### config.mk
export PLATFORM = sky130hd
export DESIGN_NAME = hilo_muldiv_unit
export DESIGN_NICKNAME = d
export VERILOG_FILES = /design/src/rtl/hilo_muldiv_unit.sv
export SDC_FILE = /design/constraint.sdc
export NUM_CORES = 2
export LEC_CHECK = 0
export BUFFER_PORTS_ARGS = -buffer_cell sky130_fd_sc_hd__buf_2
export CAP_MARGIN = 20
export CORE_AREA = 2 2 366 368
export CTS_BUF_LIST = sky130_fd_sc_hd__clkbuf_16
export CTS_CLUSTER_DIAMETER = 150
export DETAILED_ROUTE_END_ITERATION = 8
export DIE_AREA = 0 0 368 370
export PLACE_DENSITY = 0.6
export SETUP_SLACK_MARGIN = 0.4
export SLEW_MARGIN = 20
export SYNTH_ARGS = -nofsm -noshare
export SYNTH_HDL_FRONTEND = slang
export SYNTH_SLANG_ARGS = --single-unit
### constraint.sdc
create_clock -name clk -period 24.6 [get_ports clk]
set_clock_uncertainty 0.1 [all_clocks]
set_input_delay 4.92 -clock clk [delete_from_list [all_inputs] [get_ports clk]]
set_output_delay 4.92 -clock clk [all_outputs]
set_load 0.005 [all_outputs]
### src/rtl/hilo_muldiv_unit.sv
// HI/LO register pair with a one-cycle multiplier and a 32-step restoring divider.
// Operands are captured on start. Divides first work on magnitudes, then a FIX cycle applies the signs.
module hilo_muldiv_unit #(
    parameter int DATA_W = 32,
    parameter int CNT_W  = 5
) (
    input  logic              clk,
    input  logic              rst,
    input  logic              start,
    input  logic [1:0]        md_op,
    input  logic [DATA_W-1:0] opA,
    input  logic [DATA_W-1:0] opB,
    input  logic              whi,
    input  logic              wlo,
    input  logic [DATA_W-1:0] wHiData,
    input  logic [DATA_W-1:0] wLoData,
    output logic              busy,
    output logic              done,
    output logic              div_zero,
    output logic [DATA_W-1:0] rHiData,
    output logic [DATA_W-1:0] rLoData
);
    localparam logic [1:0] S_IDLE = 2'd0;
    localparam logic [1:0] S_MUL  = 2'd1;
    localparam logic [1:0] S_DIV  = 2'd2;
    localparam logic [1:0] S_FIX  = 2'd3;
    localparam logic [1:0] OP_DIV = 2'b10;

    logic [1:0]          state_q, state_d;
    logic [CNT_W-1:0]    cnt_q, cnt_d;
    logic [1:0]          op_q, op_d;
    logic [DATA_W-1:0]   a_q, a_d, b_q, b_d;
    logic [DATA_W-1:0]   hi_q, hi_d, lo_q, lo_d;
    logic [DATA_W-1:0]   rem_q, rem_d, quo_q, quo_d, dvs_q, dvs_d;
    logic                done_q, done_d, dz_q, dz_d;

    logic [DATA_W-1:0]   mag_a, mag_b;
    logic [2*DATA_W-1:0] ext_a, ext_b, prod;
    logic [DATA_W:0]     shifted, trial;
    logic                neg_quo, neg_rem;

    // For signed div, 0x80000000 negates to itself, which reads as 2^31 unsigned.
    assign mag_a = (md_op == OP_DIV && opA[DATA_W-1]) ? -opA : opA;
    assign mag_b = (md_op == OP_DIV && opB[DATA_W-1]) ? -opB : opB;

    assign ext_a = op_q[0] ? {{DATA_W{1'b0}}, a_q} : {{DATA_W{a_q[DATA_W-1]}}, a_q};
    assign ext_b = op_q[0] ? {{DATA_W{1'b0}}, b_q} : {{DATA_W{b_q[DATA_W-1]}}, b_q};
    assign prod  = ext_a * ext_b;

    // The top bit of trial is set exactly when the shifted remainder is smaller than the divisor.
    assign shifted = {rem_q, quo_q[DATA_W-1]};
    assign trial   = shifted - {1'b0, dvs_q};
    assign neg_quo = (op_q == OP_DIV) && (a_q[DATA_W-1] ^ b_q[DATA_W-1]);
    assign neg_rem = (op_q == OP_DIV) && a_q[DATA_W-1];

    always_comb begin
        state_d = state_q;
        cnt_d   = cnt_q;
        op_d    = op_q;
        a_d     = a_q;
        b_d     = b_q;
        hi_d    = hi_q;
        lo_d    = lo_q;
        rem_d   = rem_q;
        quo_d   = quo_q;
        dvs_d   = dvs_q;
        done_d  = 1'b0;
        dz_d    = 1'b0;
        case (state_q)
            S_IDLE: begin
                if (whi) hi_d = wHiData;
                if (wlo) lo_d = wLoData;
                if (start) begin
                    op_d  = md_op;
                    a_d   = opA;
                    b_d   = opB;
                    cnt_d = '0;
                    rem_d = '0;
                    quo_d = mag_a;
                    dvs_d = mag_b;
                    if (!md_op[1])       state_d = S_MUL;
                    else if (opB == '0)  state_d = S_FIX;
                    else                 state_d = S_DIV;
                end
            end
            S_MUL: begin
                {hi_d, lo_d} = prod;
                done_d       = 1'b1;
                state_d      = S_IDLE;
            end
            S_DIV: begin
                if (!trial[DATA_W]) begin
                    rem_d = trial[DATA_W-1:0];
                    quo_d = {quo_q[DATA_W-2:0], 1'b1};
                end else begin
                    rem_d = shifted[DATA_W-1:0];
                    quo_d = {quo_q[DATA_W-2:0], 1'b0};
                end
                cnt_d = cnt_q + CNT_W'(1);
                if (cnt_q == CNT_W'(DATA_W - 1)) state_d = S_FIX;
            end
            default: begin
                done_d  = 1'b1;
                state_d = S_IDLE;
                if (b_q == '0) begin
                    hi_d = a_q;
                    lo_d = '1;
                    dz_d = 1'b1;
                end else begin
                    hi_d = neg_rem ? -rem_q : rem_q;
                    lo_d = neg_quo ? -quo_q : quo_q;
                end
            end
        endcase
    end

    always_ff @(posedge clk or posedge rst) begin
        if (rst) begin
            state_q <= S_IDLE;
            cnt_q   <= '0;
            op_q    <= '0;
            a_q     <= '0;
            b_q     <= '0;
            hi_q    <= '0;
            lo_q    <= '0;
            rem_q   <= '0;
            quo_q   <= '0;
            dvs_q   <= '0;
            done_q  <= 1'b0;
            dz_q    <= 1'b0;
        end else begin
            state_q <= state_d;
            cnt_q   <= cnt_d;
            op_q    <= op_d;
            a_q     <= a_d;
            b_q     <= b_d;
            hi_q    <= hi_d;
            lo_q    <= lo_d;
            rem_q   <= rem_d;
            quo_q   <= quo_d;
            dvs_q   <= dvs_d;
            done_q  <= done_d;
            dz_q    <= dz_d;
        end
    end

    assign busy     = (state_q != S_IDLE);
    assign done     = done_q;
    assign div_zero = dz_q;
    assign rHiData  = (whi && state_q == S_IDLE) ? wHiData : hi_q;
    assign rLoData  = (wlo && state_q == S_IDLE) ? wLoData : lo_q;
endmodule

-- After elaboration in Yosys (flattened, before gate mapping)
Cells that the tools add are included.
- $add $sub $neg: 6
- reductions and logical operators: 18
- mux-type cells: 30
- bitwise gates (word level): 2
- equal/unequal tests: 9
- multipliers: 1
- operator list (operator ; count):
    $mux W32 ; 13
    $pmux W32 S3 ; 2
    $mux W64 ; 2
    $neg A32 Y32 ; 4
    $pmux W32 S2 ; 2
    $logic_not A32 Y1 ; 2
    $mul A64 B64 Y64 ; 1
    $sub A33 B32 Y33 ; 1
    $pmux W5 S2 ; 1
    $reduce_and A2 Y1 ; 5
    $ne A2 B2 Y1 const B ; 4
    $eq A2 B2 Y1 const B ; 3
    $logic_and A1 B1 Y1 ; 6
    $mux W2 ; 3
    $add A5 B1 Y5 const B ; 1
    $eq A5 B5 Y1 const B ; 1
    $mux W1 ; 5
    $mux W5 ; 1
    $pmux W2 S2 ; 1
    $reduce_bool A2 Y1 ; 2
    $reduce_or A3 Y1 ; 1
    $eq A2 B1 Y1 const B ; 1
    $logic_not A2 Y1 ; 1
    $reduce_or A2 Y1 ; 1
    2 further kinds ; 2
- logic and storage cells: 78
- register bits: 235

-- Longest topological paths before layout
- depth in word-level cells: 5
- gate-level depth with buffers: 37
- depth with buffers taken out: 33

-- Least setup slack after synthesis
Ideal clock, no wire load.
- path type: input to output
- start: input port whi
- end: output port rHiData[10]
- required time: 19.580 ns
- arrival: 5.919 ns
- path slack: 13.661 ns
- stages on the path: 4
- cell sequence: and2_1 -> clkbuf_1 -> buf_1 -> mux2_2
- word-level cells in the longest chain between the ends: 2
- ends and longest elaborated chain (item ; line ; text):
    start: declaration ; 13 ; input logic whi,
    $logic_and A1 B1 Y1 ; 150 ; assign rHiData = (whi && state_q == S_IDLE) ? wHiData : hi_q;
    $mux W32 ; 150 ;
    end: declaration ; 20 ; output logic [DATA_W-1:0] rHiData,
Every way passes these cells.

-- Worst setup path after layout
- start: input port whi
- end: output port rHiData[22]
The elaborated chain is that of the path after synthesis.

==> results.rst <==
.. list-table::
   :header-rows: 1

   * - Metric
     - Value
   * - Horiz. Die Dim
     - 368 um
   * - Post-CTS repair timing setup buffer count
     - 0
   * - Part of the Yosys area used for sequential elements
     - 9.27%
   * - Share of post-route cells with drive strength above 1
     - 6.65%
   * - Worst skew pair latency
     - 0.58 ns
   * - Die height
     - 370 um
   * - Worst-path fanout max
     - 32
   * - Achievable clock frequency
     - 0.0904 GHz
   * - Most frequently used flop master after synthesis
     - dfrtp_1
   * - Worst hold path class
     - flop to flop
   * - CP endpoint kind
     - output port
   * - Syn Inst Count
     - 6,948
   * - Root buffer selected by CTS
     - clkbuf_16
   * - Count of nets left with antenna violations after detail routing
     - 0
   * - Result of the run
     - complete, no violations
   * - Area of the die
     - 136,000 um2
   * - Most common cell after layout, fill and taps aside
     - inv_1
   * - Number of cells upsized or downsized after cts
     - 0
   * - Drt pass-1 iters
     - 6
   * - Yosys warning total
     - 0
   * - Worst Hold Launch
     - b_q[14]$_DFFE_PP0P_
   * - Synthesized Nets
     - 8,850
   * - H-tree levels
     - 1
   * - Number of flops mapped to enable cells by yosys
     - 0
   * - Post-synthesis instance area
     - 63,200 um2
   * - Detailed-route via count
     - 47,400
   * - Data arrival, critical path
     - 6.04 ns
   * - Area share of the largest cell type after synthesis
     - 45.0%
   * - Count of routing violations after the opening detailed-route iteration
     - 3,856
   * - Placer Congestion
     - 0.938
   * - Max-capacitance violation count
     - 0
   * - Initial antenna violation count
     - 20
   * - Finish-stage setup viols
     - 0
   * - Post-synthesis cell type with the largest combined area
     - fa_1
   * - Share of synthesized flip-flops with an asynchronous set or reset
     - 100%
   * - RSZ-0062 raised after global routing
     - no
   * - Mean instance size in the synthesized netlist
     - 9.10 um2
   * - # port buffers
     - 201
   * - DRC
     - 0
   * - Nature of the critical path startpoint
     - input port
   * - CTS tree
     - done
   * - Number of placement rows
     - 134
   * - Number of global-route vias before repair
     - 50,800
   * - CTS Buf Count
     - 23
   * - Actual transition at the worst max-transition pin
     - 1.09 ns
   * - Clock Sinks
     - 234
   * - Area of the core
     - 132,000 um2
   * - Reg2Reg Launch Point
     - op_q[0]$_DFFE_PP0P_
   * - Flops & latches, synth
     - 234
   * - Fin. Hold Viols
     - 0
   * - Clock Pin Slew Worst Setup and Hold Paths
     - 0.07 ns
   * - Remaining global-route overflow
     - 0
   * - Top-level port count
     - 202
   * - Starting utilization of the core area
     - 47.7%
   * - CTS max path bufs
     - 3
   * - Most area-consuming cells after synthesis
     - fa_1 (45%), inv_1 (9.5%), dfrtp_1 (9.3%)
   * - DRT Wirelength
     - 199,000 um
   * - WL/cell
     - 22.9 um
   * - First-pass GRT wire length
     - 312,000 um
   * - Reg2reg setup slack
     - 14.16 ns
   * - Post-cts hold buffer count
     - 0
   * - Number of distinct library cell variants in the gate-level netlist after synthesis
     - 87
   * - Area Overhead vs Synth
     - 5.30%
   * - Hold EP
     - b_q[14]$_DFFE_PP0P_
   * - Worst r2r path cells
     - 31
   * - Data required, critical path
     - 19.58 ns
   * - Cell depth of the worst hold path
     - 2
   * - Largest net degree at the start of global routing
     - 111
   * - CP Class
     - input port to output port
   * - Worst slew slack as a fraction of its limit
     - 27.6%
   * - Nets@finish
     - 8,792
   * - Final Cycle Share
     - 45.0%
   * - Most frequent cells in the layout
     - inv_1 (1,596), fa_1 (1,420), nand2_1 (887)
   * - Detail Placement HPWL
     - 159,000 um
   * - Global-route total usage across every layer
     - 30.1%
   * - Worst reg2reg path endpoint
     - hi_q[29]$_DFFE_PP0P_
   * - Total negative slack for setup checks
     - 0 ns
   * - Final period demand of the worst path
     - 11.06 ns
   * - Number of pins exceeding their max-slew limit in the final report
     - 0
   * - Via density per instance
     - 5.45
-- worst max path at each step --
stage | startpoint | slack (ns) | cells past startpoint | end
6_report | whi | 13.54 | 5 | rHiData[22]
5_1_grt | whi | 13.47 | 5 | rHiData[31]
4_1_cts | whi | 13.53 | 5 | rHiData[22]
3_5_place_dp | whi | 13.53 | 5 | rHiData[25]
3_3_place_gp | whi | 13.56 | 5 | rHiData[28]
2_1_floorplan | rst | 13.16 | 1 | a_q[0]$_DFFE_PP0P_
-- synth_stat cells, types with 17 or more instances --
library cell	instances
xnor2_1	187
nor2b_1	22
mux2_2	68
ha_1	347
a21oi_1	194
nand3_1	23
o21a_1	25
o31ai_1	25
xor2_1	70
inv_1	1593
and2_1	594
fa_1	1420
nor3_1	35
buf_1	25
and3_1	17
nand2_1	891
a21o_1	45
o21ai_0	192
dfrtp_1	234
a31oi_1	21
mux2i_1	32
nor2_1	167
o22ai_1	78
nand4_1	18
clkbuf_1	350
nor4_1	24
a221oi_1	26
-- logic make-up after synthesis --
family,count (synthesis),synth area share [%]
compound gates,757,7.60
xor+xnor,257,3.56
fa+ha+maj,1770,51.9
buf+inv,1978,11.8
flops,234,9.27
mux,100,1.72
simple gates,1852,14.2
-- critical path: stages --
cell and delay (ns):
buf_2 0.08, and2_1 0.11, buf_4 0.38, mux2_2 0.39, buf_2 0.13
-- flip-flops by register name, indices dropped and copies added (netlist names) --
register / count
a_q: 32
rem_q: 32
lo_q: 32
dvs_q: 31
hi_q: 32
cnt_q: 5
done: 1
state_q: 2
b_q: 32
div_zero: 1
op_q: 2
quo_q: 32
-- through the flow --
stage | cell area (um2) | utilization [%] | setup WS, ns | hold slack (ns) | cells
2_1_floorplan | 63200 | - | 13.16 | 0.335 | 6948
3_3_place_gp | 65800 | 49.7 | 13.56 | 0.359 | 8633
3_5_place_dp | 65800 | 49.7 | 13.53 | 0.364 | 8633
4_1_cts | 66500 | 50.2 | 13.53 | 0.383 | 8674
5_1_grt | 66500 | 50.2 | 13.47 | 0.399 | 8681
6_report | 66500 | 50.2 | 13.54 | 0.378 | 8687
-- per-layer routing --
layer / wire [um] / track usage (%) / vias to the layer above / share of wire (%)
li1: - / - / 20700 / -
met1: 87400 / 43.7 / 24500 / 44
met2: 87200 / 45.9 / 1877 / 44
met3: 17300 / 5.58 / 265 / 8.7
met4: 6590 / 9.05 / 18 / 3.3
met5: 121 / 0 / - / 0.061
-- area by class of cell --
| type | count | area, um2 |
|---|---|---|
| fill | 12700 | 65900 |
| multi-input combinational | 4736 | 50000 |
| inverter | 1594 | 5990 |
| sequential | 234 | 5860 |
| tap | 1768 | 2210 |
| timing repair buffer | 301 | 1760 |
| clock buffer | 23 | 576 |
| clock inverter | 18 | 150 |
| antenna | 13 | 32.5 |
Power is not shown: default switching activity piles up to over one toggle a cycle in this logic, so the estimate is an artifact.
